File: config.mk
export PLATFORM = sky130hd
export DESIGN_NAME = freq_seg_display_flat
export DESIGN_NICKNAME = d
export VERILOG_FILES = /design/src/rtl/freq_seg_display_if.sv /design/src/rtl/freq_seg_display.sv /design/src/flat_wrapper.sv
export SDC_FILE = /design/constraint.sdc
export NUM_CORES = 1
export LEC_CHECK = 0
export CORE_ASPECT_RATIO = 0.6
export CORE_UTILIZATION = 25
export CTS_CLUSTER_DIAMETER = 60
export DETAILED_ROUTE_END_ITERATION = 8
export GPL_TIMING_DRIVEN = 0
export HOLD_SLACK_MARGIN = 0.15
export PLACE_DENSITY = 0.43
export SYNTH_ARGS = -nofsm -noshare
export SYNTH_HDL_FRONTEND = slang
export SYNTH_SLANG_ARGS = --single-unit
export TNS_END_PERCENT = 50
File: constraint.sdc
create_clock -name clock -period 2.3 [get_ports clock]
set_clock_uncertainty 0.05 [all_clocks]
set_input_delay 0.23 -clock clock [delete_from_list [all_inputs] [get_ports clock]]
set_output_delay 0.23 -clock clock [all_outputs]
set_load 0.03 [all_outputs]
File: src/rtl/freq_seg_display_if.sv
// Bus between the frequency counter and the 7-segment display block.
// The slave side is the display; the master side drives frequency and observes the outputs.
interface freq_seg_display_if;
    logic [13:0] frequency;
    logic [15:0] bcd;
    logic        conv_done;
    logic        overflow;
    logic [3:0]  an;
    logic [6:0]  seg;
    logic        dp;

    modport master (
        output frequency,
        input  bcd, conv_done, overflow, an, seg, dp
    );

    modport slave (
        input  frequency,
        output bcd, conv_done, overflow, an, seg, dp
    );
endinterface

File: src/rtl/freq_seg_display.sv
// Binary-to-BCD conversion (sequential double-dabble) and 4-digit multiplexed 7-segment scan.
// Optional macro LEADING_ZERO_BLANK_EN blanks zero digits above the most significant non-zero digit.
module freq_seg_display #(
    parameter int REFRESH_DIV = 100_000,
    parameter int MAX_DISPLAY = 9999
) (
    input logic                clock,
    input logic                reset,
    freq_seg_display_if.slave  bus
);

    localparam int RW = $clog2(REFRESH_DIV);
    localparam logic [6:0] SEG_DASH  = 7'b0111111;
    localparam logic [6:0] SEG_BLANK = 7'b1111111;

    typedef enum logic [1:0] {IDLE, LOAD, SHIFT, COMMIT} state_t;

    state_t        state_q;
    logic [13:0]   shift_q;
    logic [13:0]   last_q;
    logic [15:0]   acc_q;
    logic [3:0]    iter_q;
    logic          last_valid_q;
    logic [15:0]   bcd_q;
    logic          conv_done_q;
    logic          overflow_q;

    logic [RW-1:0] refresh_q;
    logic [1:0]    scan_q;
    logic [3:0]    an_q;
    logic [6:0]    seg_q;

    logic [15:0]   acc_adj;
    logic [15:0]   acc_shift_d;
    logic [3:0]    digit;
    logic [3:0]    an_d;
    logic [6:0]    seg_d;

    function automatic logic [6:0] seg_code(input logic [3:0] d);
        case (d)
            4'd0:    seg_code = 7'b1000000;
            4'd1:    seg_code = 7'b1111001;
            4'd2:    seg_code = 7'b0100100;
            4'd3:    seg_code = 7'b0110000;
            4'd4:    seg_code = 7'b0011001;
            4'd5:    seg_code = 7'b0010010;
            4'd6:    seg_code = 7'b0000010;
            4'd7:    seg_code = 7'b1111000;
            4'd8:    seg_code = 7'b0000000;
            4'd9:    seg_code = 7'b0010000;
            default: seg_code = SEG_BLANK;
        endcase
    endfunction

    // Shift-add-3 step; the bit leaving nibble 3 is the ten-thousands carry and is dropped.
    always_comb begin
        for (int i = 0; i < 4; i++) begin
            acc_adj[4*i +: 4] = (acc_q[4*i +: 4] >= 4'd5) ? acc_q[4*i +: 4] + 4'd3
                                                          : acc_q[4*i +: 4];
        end
        acc_shift_d = 16'({acc_adj, shift_q[13]});
    end

    // Outputs are loaded on entry to COMMIT so bcd/conv_done are valid during the COMMIT cycle.
    always_ff @(posedge clock) begin
        // NOTE: reset is synchronous, so it lives inside the clocked branch, not the sensitivity list.
        if (reset) begin
            state_q      <= IDLE;
            shift_q      <= '0;
            last_q       <= '0;
            acc_q        <= '0;
            iter_q       <= '0;
            last_valid_q <= 1'b0;
            bcd_q        <= '0;
            conv_done_q  <= 1'b0;
            overflow_q   <= 1'b0;
        end else begin
            // NOTE: non-blocking assignments keep every register sampling pre-edge values.
            conv_done_q <= 1'b0;
            case (state_q)
                IDLE: begin
                    if (!last_valid_q || (bus.frequency != last_q)) state_q <= LOAD;
                end
                LOAD: begin
                    shift_q <= bus.frequency;
                    last_q  <= bus.frequency;
                    acc_q   <= '0;
                    iter_q  <= '0;
                    state_q <= SHIFT;
                end
                SHIFT: begin
                    acc_q   <= acc_shift_d;
                    shift_q <= {shift_q[12:0], 1'b0};
                    iter_q  <= iter_q + 4'd1;
                    if (iter_q == 4'd13) begin
                        state_q      <= COMMIT;
                        bcd_q        <= acc_shift_d;
                        conv_done_q  <= 1'b1;
                        overflow_q   <= ({18'd0, last_q} > 32'(MAX_DISPLAY));
                        last_valid_q <= 1'b1;
                    end
                end
                COMMIT:  state_q <= IDLE;
                default: state_q <= IDLE;
            endcase
        end
    end

    always_comb begin
        // NOTE: defaults first so every path assigns and no latch is inferred.
        digit = bcd_q[{scan_q, 2'b00} +: 4];
        an_d  = ~(4'b0001 << scan_q);
        seg_d = seg_code(digit);
`ifdef LEADING_ZERO_BLANK_EN
        case (scan_q)
            2'd3:    if (bcd_q[15:12] == 4'd0) seg_d = SEG_BLANK;
            2'd2:    if (bcd_q[15:8]  == 8'd0) seg_d = SEG_BLANK;
            2'd1:    if (bcd_q[15:4]  == 12'd0) seg_d = SEG_BLANK;
            default: ;
        endcase
`else
`endif
        if (overflow_q) seg_d = SEG_DASH;
    end

    always_ff @(posedge clock) begin
        if (reset) begin
            refresh_q <= '0;
            scan_q    <= '0;
            an_q      <= 4'b1111;
            seg_q     <= SEG_BLANK;
        end else begin
            an_q  <= an_d;
            seg_q <= seg_d;
            if (refresh_q == RW'(REFRESH_DIV - 1)) begin
                refresh_q <= '0;
                scan_q    <= scan_q + 2'd1;
            end else begin
                refresh_q <= refresh_q + 1'b1;
            end
        end
    end

    assign bus.bcd       = bcd_q;
    assign bus.conv_done = conv_done_q;
    assign bus.overflow  = overflow_q;
    assign bus.an        = an_q;
    assign bus.seg       = seg_q;
    assign bus.dp        = 1'b1;

endmodule

File: src/flat_wrapper.sv
// flat-port wrapper written by rule: the top's interface ports become plain ports
module freq_seg_display_flat 
#(
    parameter int REFRESH_DIV = 100_000,
    parameter int MAX_DISPLAY = 9999
)
  (clock, reset, bus_frequency, bus_bcd, bus_conv_done, bus_overflow, bus_an, bus_seg, bus_dp);
  freq_seg_display_if bus_i ();
  input logic clock;
  input logic reset;
  input wire logic [$bits(bus_i.frequency)-1:0] bus_frequency;
  output wire logic [$bits(bus_i.bcd)-1:0] bus_bcd;
  output wire logic [$bits(bus_i.conv_done)-1:0] bus_conv_done;
  output wire logic [$bits(bus_i.overflow)-1:0] bus_overflow;
  output wire logic [$bits(bus_i.an)-1:0] bus_an;
  output wire logic [$bits(bus_i.seg)-1:0] bus_seg;
  output wire logic [$bits(bus_i.dp)-1:0] bus_dp;
  assign bus_i.frequency = bus_frequency;
  assign bus_bcd = bus_i.bcd;
  assign bus_conv_done = bus_i.conv_done;
  assign bus_overflow = bus_i.overflow;
  assign bus_an = bus_i.an;
  assign bus_seg = bus_i.seg;
  assign bus_dp = bus_i.dp;
  freq_seg_display #(.REFRESH_DIV(REFRESH_DIV), .MAX_DISPLAY(MAX_DISPLAY)) u_core (.clock(clock), .reset(reset), .bus(bus_i));
endmodule
### Word level (Yosys, flattened, before mapping)

Memories as Yosys holds them, arrays and structs flattened.
Index checks and enable logic that the tools add are counted.

| storage, ports and cells | value |
|---|---|
| flip-flop bits (word level) | 99 |
| latch bits | 0 |
| memory bits (writable) | 0 |
| ROM bits | 112 |
| bits of input ports | 16 |
| output and inout port bits | 30 |
| logic and storage cells | 60 |
| memories kept | 1 |

| operators by class | value |
|---|---|
| $add $sub $neg | 7 |
| $mul | 0 |
| div/mod/pow operators | 0 |
| magnitude comparators | 5 |
| equality and inequality tests | 8 |
| shifts and indexed selects | 2 |
| multiplexer cells | 12 |
| bitwise gates (word level) | 2 |
| reduce and logical (&&, ||, !) cells | 9 |

Memories:

| name | depth | bits a word | read ports | clocked after Yosys merged registers in | wr ports | line | source |
|---|---|---|---|---|---|---|---|
| (name not given) | 16 | 7 | 1 | 0 | 0 | freq_seg_display.sv:40 | `case (d)` |

Operator list:

| kind | count |
|---|---|
| 16-bit one-hot mux with 2 select lines | 1 |
| 14-bit one-hot mux with 2 select lines | 1 |
| 17-bit by 1-bit adder with 17-bit output, second input constant | 1 |
| 17-bit == test, second input constant | 1 |
| 4-bit by 3-bit greater-or-equal comparator with 1-bit output, second input constant | 4 |
| 16-bit by 5-bit variable part select with 4-bit output | 1 |
| 14-bit > comparator, second input constant | 1 |
| 14-bit inequality test | 1 |
| 4-bit by 2-bit adder with 4-bit output, second input constant | 3 |
| 4-bit 2-to-1 mux | 3 |
| 2-bit one-hot mux with 4 select lines | 1 |
| 4-bit one-hot mux with 2 select lines | 1 |
| 7-bit 2-to-1 mux | 1 |
| 2-bit OR reduction | 3 |
| 4-bit by 1-bit adder with 4-bit output, second input constant | 1 |
| 2-bit == test, second input constant | 2 |
| 4-bit == test, second input constant | 1 |
| 2-bit 2-to-1 mux | 2 |
| 2-bit by 1-bit inequality test with 1-bit output, second input constant | 2 |
| 4-bit inverter | 1 |
| 2-bit AND reduction | 2 |
| 1-bit by 2-bit << shifter with 4-bit output, first input constant | 1 |
| 3-bit by 2-bit adder with 3-bit output, second input constant | 1 |
| 3-bit 2-to-1 mux | 1 |
| other kinds (8) | 8 |

### Depth between registers and ports, before layout

| depth | value |
|---|---|
| depth after elaboration | 4 |
| depth in mapped cells | 8 |
| depth with buffers taken out | 7 |

### Worst setup path before layout

Ideal clock, no wire load.

| timing path | value |
|---|---|
| path type | register to register |
| start | register u_core.scan_q[0] |
| end | register u_core.seg_q[6] (netlist: u_core.bus.seg[6]) |
| setup time | 0.128 ns |
| data arrival time | 1.574 ns |
| required time | 2.122 ns |
| path slack | 0.549 ns |
| stages on the path, launching flop included | 7 |
| path buffers | 1 |
| period minus slack after synthesis | 1.751 ns |
| cells stage by stage | dfxtp_1 > buf_6 > mux4_2 > ha_1 > mux2i_1 > o21a_1 > o21ai_2 |

| between the ends | value |
|---|---|
| longest elaborated chain between the ends | 3 |

Ends and longest elaborated chain:

| item | line | source |
|---|---|---|
| from (decl) | freq_seg_display.sv:29 | `logic [1:0] scan_q;` |
| from (signal assigned) | freq_seg_display.sv:137 | `scan_q <= scan_q + 2'd1;` |
| 16-bit by 5-bit variable part select with 4-bit output | freq_seg_display.sv:111 | `digit = bcd_q[{scan_q, 2'b00} +: 4];` |
| memory 16 x 7 bit | n/a |  |
| 7-bit 2-to-1 mux | freq_seg_display.sv:123 | `if (overflow_q) seg_d = SEG_DASH;` |
| to (signal assigned) | freq_seg_display.sv:134 | `seg_q <= seg_d;` |
| to (decl) | freq_seg_display.sv:31 | `logic [6:0] seg_q;` |

No other way between the ends.
A chain may end at the register's enable or synchronous reset.

### Final worst setup path

| timing path | value |
|---|---|
| start | register u_core.state_q[0] |
| end | register u_core.bcd_q[13] (netlist: u_core.bus.bcd[13]) |

| between the ends | value |
|---|---|
| longest elaborated chain between the ends | 2 |

Ends and longest elaborated chain:

| item | line | source |
|---|---|---|
| from (decl) | freq_seg_display.sv:18 | `state_t state_q;` |
| from (signal assigned) | freq_seg_display.sv:68 | `state_q <= IDLE;` |
| from (signal assigned) | freq_seg_display.sv:82 | `if (!last_valid_q \|\| (bus.frequency != last_q)) state_q <= LOAD;` |
| from (signal assigned) | freq_seg_display.sv:89 | `state_q <= SHIFT;` |
| 2-bit == test | freq_seg_display.sv:80 | `case (state_q)` |
| 2-bit AND reduction (no line) | n/a |  |
| to (signal assigned) | freq_seg_display.sv:97 | `bcd_q <= acc_shift_d;` |
| to (decl) | freq_seg_display.sv:24 | `logic [15:0] bcd_q;` |

No other way between the ends.

==> impl_metrics.toml <==
[synth]
synth_edf_count = 0
synth_top_family_by_area = "simple AND/OR/NAND/NOR gates"
synth_cell_types = 46
synthSimpleGateAreaFrac = 0.180
syn_nets = 545
yosys-top-cells-count = "99 x dfxtp_1, 80 x nor2_1, 46 x nand2_1"
synth_adder_area_share = 0.0653
postSynthCellCount = 505
yosysTopAreaCell = "dfxtp_1"
synth_warnings = 0
synth.most_common_cell = "dfxtp_1"
synthMuxAreaShare = 0.102
netlist_top_cells_area = "dfxtp_1 43%, mux2i_1 8.5%, ha_1 6.5%"
synth_top_area_frac = 0.431
ys_ff_latch = 99
syn_area_per_cell_um2 = 9.11
synthArstFlopShare = 0
synth-xor-area-share = 0.0647
yosysSeqAreaShare = 0.431
syn_area_mm2 = 0.00460
synth_ff_type = "dfxtp_1"
synth-compound-area-share = 0.113

[timing]
slew_headroom = 0.547
fin_setup_tns_ns = 0
finalSetupViolations = 0
post-route-period-util = 0.911
hold_violations = 0
holdWs_ns = 0.322
fmax_mhz = 477
rsz0062_at_grt = "false"
slew_viol_final = 0
worst_pin_slew_ns = 0.680
fin_crit_ns = 2.10

[critical_path]
crit_start = "u_core.state_q[0]"
cp_data_required_time_ns = 2.53
cp-endpoint = "u_core.bus.bcd[13]"
r2r_end = "u_core.bus.bcd[13]"
path_class = "reg2reg"
worst-r2r-setup-slack_ns = 0.20
end_kind = "register"
r2r-start = "u_core.state_q[0]"
cp-start-kind = "register"
cp_max_fo = 10
reg2reg_depth = 7
arrival_ns = 2.33

[job]
maxCapViolCount = 0

[route]
dr_total_vias = 3672
viasPerCell = 4.57
drc = 0
firstDrtPassIters = 7
wl_per_cell_um = 15.0
drtIter0Drc = 195
detail-route-antenna-nets = 0
drt_wl_total_um = 12100

[pwr]
ir_drop_uv = 362
leakage_nw = 2.05
powerDensity_mw_per_mm2 = 869

[cells_and_area]
finish.instance_area_mm2 = 0.00563
diodes = 0
final_nets = 599
stdcell_count = 803
drive_gt1_frac = 0.0675
fin_util = 0.313
syn_to_final_growth_pct = 22.4

[clocking]
root_buffer = "clkbuf_16"
cts_buffers = 9
postCtsHoldBufs = 0
cts_resized = 0
post_cts_buffers = 0
clk_pin_slew_ns = 0.07
cts_tree = "done"
clk-insertion-delay-late_ns = 0.35
ctsLongestPathBuffers = 2
htree_levels = 3
cts_sinks = 99

[global_routing]
grt_pass1_wl_um = 19400
grt_pass1_vias = 3595
antenna_found_initial = 0
grt_max_degree = 17
grt_usage = 0.135
overflow = 0

[die]
rows = 38
core_mm2 = 0.0180
start_util = 0.255
dieArea_mm2 = 0.0190
fp.dieW_um = 177
ioPinCount = 46
die_h_um = 107

[placed_design]
io_buffer_count = 43
placed_area_mm2 = 0.00533
dp_cells = 788
dp_hpwl_um = 8980
routabilityCongestion = 0.792

[worst_hold_path]
hp-class = "in2reg"

[status]
status = "complete, no violations"
-- registers in the layout, summed over array words and instances (netlist names), 2 cells and up --
register / flops
u_core.acc_q: 16
u_core.bus.an: 4
u_core.bus.bcd: 16
u_core.bus.seg: 7
u_core.iter_q: 4
u_core.last_q: 14
u_core.refresh_q: 17
u_core.scan_q: 2
u_core.shift_q: 14
u_core.state_q: 2
-- kinds of logic (layout without fill, tap and decap cells) --
logic type / after synthesis / count (layout)
compound gates: 76 / 76
xor+xnor: 34 / 34
buf+inv: 46 / 104
simple gates: 182 / 182
flops: 99 / 99
other cells: 1 / 1
mux: 43 / 43
fa+ha+maj: 24 / 24
-- layer usage --
layer  wire length (um)  up-vias  track usage
met5                  0        -            0
met3                650        2       0.0305
met1               6370     1754        0.200
li1                   -     1840            -
met4                 45        0       0.0388
met2               5000       76        0.191
-- worst min-delay path by stage --
stage,slack [ns],cells after the start,from,endpoint
2_1_floorplan,0.33,2,bus_frequency[10],u_core.last_q[10]
3_3_place_gp,0.40,2,u_core.shift_q[0],u_core.shift_q[0]
3_5_place_dp,0.40,2,u_core.shift_q[0],u_core.shift_q[0]
4_1_cts,0.32,3,reset,u_core.bus.seg[4]
5_1_grt,0.40,3,reset,u_core.bus.seg[4]
6_report,0.32,3,reset,u_core.bus.seg[4]
-- per-stage QoR --
step / setup slack [ns] / power, mW
2_1_floorplan: 0.549 / 2.97
3_3_place_gp: 0.139 / 3.35
3_5_place_dp: 0.0927 / 3.37
4_1_cts: 0.0797 / 4.93
5_1_grt: 0.0182 / 5.17
6_report: 0.204 / 4.89
-- layout make-up --
type                            count  area [um^2]
Fill cell                        1893        12400
Inverter                           19         71.3
Multi-Input combinational cell    360         2420
Clock buffer                       10          239
Buffer                             27          128
Timing Repair Buffer               43          430
Clock inverter                      5         60.1
Tap cell                          240          300
Sequential cell                    99         1980
-- cell usage in the layout, fill, tap and decap left out, types with 5 or more instances in the layout --
cell             instances
a211oi_1                19
a21oi_1                 24
a22oi_1                  8
and2_1                   5
and3_1                   5
clkbuf_1                16
clkbuf_16                9
clkdlybuf4s50_1         43
dfxtp_1                 99
ha_1                    24
inv_1                   18
mux2i_1                 39
nand2_1                 46
nand3_1                 10
nand4_1                  7
nor2_1                  80
nor3_1                   7
nor3b_1                  6
o21ai_2                  5
xnor2_1                  9
xor2_1                  25
-- critical path, cell delays in order (launching register included) --
cell	delay [ns]
dfxtp_1	0.32
inv_1	0.12
ha_1	0.21
inv_1	0.17
nor2_1	0.34
clkbuf_1	0.48
nand2_1	0.17
a21oi_1	0.16
-- power breakdown --
group          internal [mW]  switching, mW
Clock                  0.874          0.684
Combinational          0.485          0.849
Sequential              1.89          0.112
No activity file was read; power rests on OpenSTA's default activity.
==> edit: new RTL, config.mk and constraints unchanged <==
`REFRESH_DIV` is set to 100_000 in 2 places; all go to 25_000.
--- a/src/rtl/freq_seg_display.sv
+++ b/src/rtl/freq_seg_display.sv
@@ -3,3 +3,3 @@
 module freq_seg_display #(
-    parameter int REFRESH_DIV = 100_000,
+    parameter int REFRESH_DIV = 25_000,
     parameter int MAX_DISPLAY = 9999
--- a/src/flat_wrapper.sv
+++ b/src/flat_wrapper.sv
@@ -3,3 +3,3 @@
 #(
-    parameter int REFRESH_DIV = 100_000,
+    parameter int REFRESH_DIV = 25_000,
     parameter int MAX_DISPLAY = 9999
Formal check against the unedited RTL: no difference found for any inputs over 10 cycles, from zero or initial values and one cycle with reset high; that may be too few to reach the edited logic, so the function may still have changed.
==> edit against the original RTL <==
Area after synthesis shrank 2.2%. Wire length grew 0.57%. Worst setup slack lost 42 ps. Sequential share of layout area grew 0.13 points. Die area shrank 2.2%. Total power shrank 0.19%. Critical path type unchanged. Maximum frequency shrank 2.0%. Design area shrank 2.4%. Critical endpoint is now u_core.shift_q[6]$_SDFFE_PP0P_. Sequential cell count shrank 2.
==> edit: results <==
metrics = {
    "worst_setup_path": {
        "crit_family": "buffers and inverters",
        "slowest_stage": "buf_1",
        "crit_arrival_ps": 2280,
        "max_stage_delay_ps": 550,
        "critical_path.max_fanout": 10,
    },
    "cts": {
        "clockRootBuffer": "clkbuf_16",
        "cts_inserted_buffers": 9,
        "clk_latency_ps": 350,
        "clockBufferDepth": 2,
        "cts-htree-levels": 3,
        "clk_pin_slew_ps": 70,
    },
    "power": {
        "power_density_nw_per_um2": 888.4,
        "vdd_drop_max_uv": 356.1,
        "powerComb_w": 0.00147,
        "cellLeakagePower_nw": 1.963,
        "p_sw_w": 0.001759,
        "seq_power_share": 0.406,
    },
    "timing": {
        "max-slew-margin-rel": 0.5370,
    },
    "grt": {
        "grt_util_all_layers": 0.1373,
        "grt_pass1_wl_mm": 19.37,
        "antenna_found_initial": 0,
        "grt_pass1_vias": 3373,
        "grt_max_degree": 18,
    },
    "placed_design": {
        "placed_area_um2": 5221,
        "post-place-cells": 773,
        "dp_slack_ps": 64.19,
        "dp_hpwl_mm": 9.099,
        "port_buffers": 43,
        "globalplace.congestion": 0.8262,
    },
    "yosys": {
        "synthTopCellsByArea": "dfxtp_1 (43%), mux2i_1 (7.6%), ha_1 (6.7%)",
        "syn_avg_cell_area_um2": 9.069,
        "yosysSeqAreaShare": 0.4317,
        "ys_top_cells_by_count": "dfxtp_1 (97), nor2_1 (80), nand2_1 (43), mux2i_1 (34)",
        "yosysWarnings": 0,
        "async_flop_share": 0,
        "syn_nets": 536,
        "synth_cell_type_count": 44,
    },
    "hold_path": {
        "min_path_type": "input port to register",
    },
    "route": {
        "routed_wl_mm": 12.13,
        "drt-pass1-iter-count": 5,
        "via_per_inst": 4.525,
        "drtIter0Drc": 162,
        "vias": 3570,
    },
    "layout": {
        "fin_nets": 590,
        "drive_above_1_share": 0.05766,
        "insertedDiodeCount": 0,
    },
    "run_status": {
        "outcome": "complete, no violations",
    },
}
## edit: cell types whose count changed in the layout (fill, tap and decap cells not counted), sizes merged, moves of 3 or more
cell    unedited run  this run
nand4              7         3
mux2i             39        34
nor2b              0         7
nand2b             5         9
xor2              25        21
and4               3         0
nand3             10        13
and2               6         2
nand2             47        43
and3               5         1
## edit: logic make-up after synthesis
family / share of synthesized area
adders and majority gates: 0.06676
buffers and inverters: 0.04255
muxes: 0.09652
and+or+nand+nor: 0.1894
xor gates and xnor gates: 0.06231
DFF: 0.4317
other: 0.0008337
AOI/OAI and AO/OA: 0.1099
## edit: cell type report
type / count / area, µm²
Multi-Input combinational cell: 355 / 2361
Buffer: 26 / 125.1
Fill cell: 1810 / 11860
Tap cell: 234 / 292.8
Inverter: 18 / 67.56
Clock buffer: 9 / 225.2
Sequential cell: 97 / 1942
Timing Repair Buffer: 43 / 430.4
Clock inverter: 7 / 55.05
## edit: what timing repair did
action,CTS,global route
buffers inserted,0,0
setup endpoints to repair,0,7
resized for setup,0,3
hold endpoints to repair,0,0
hold buffers,0,0
## edit: routing by layer
metal / global-route usage / share of wire
met1: 0.2047 / 0.55
met2: 0.1891 / 0.39
met3: 0.03898 / 0.050
met4: 0.03540 / 0.0078
met5: 0 / 0
## edit: worst paths after layout
kind	start	endpoint	slack (ps)	depth (start not counted)
min	reset	u_core.bus.seg[1]$_SDFF_PP1_	370	3
max reg2reg	u_core.state_q[0]$_SDFFE_PP0P_	u_core.shift_q[6]$_SDFFE_PP0P_	160	5
max	u_core.state_q[0]$_SDFFE_PP0P_	u_core.shift_q[6]$_SDFFE_PP0P_	160	5
min reg2reg	u_core.refresh_q[0]$_SDFF_PP0_	u_core.refresh_q[0]$_SDFF_PP0_	420	1
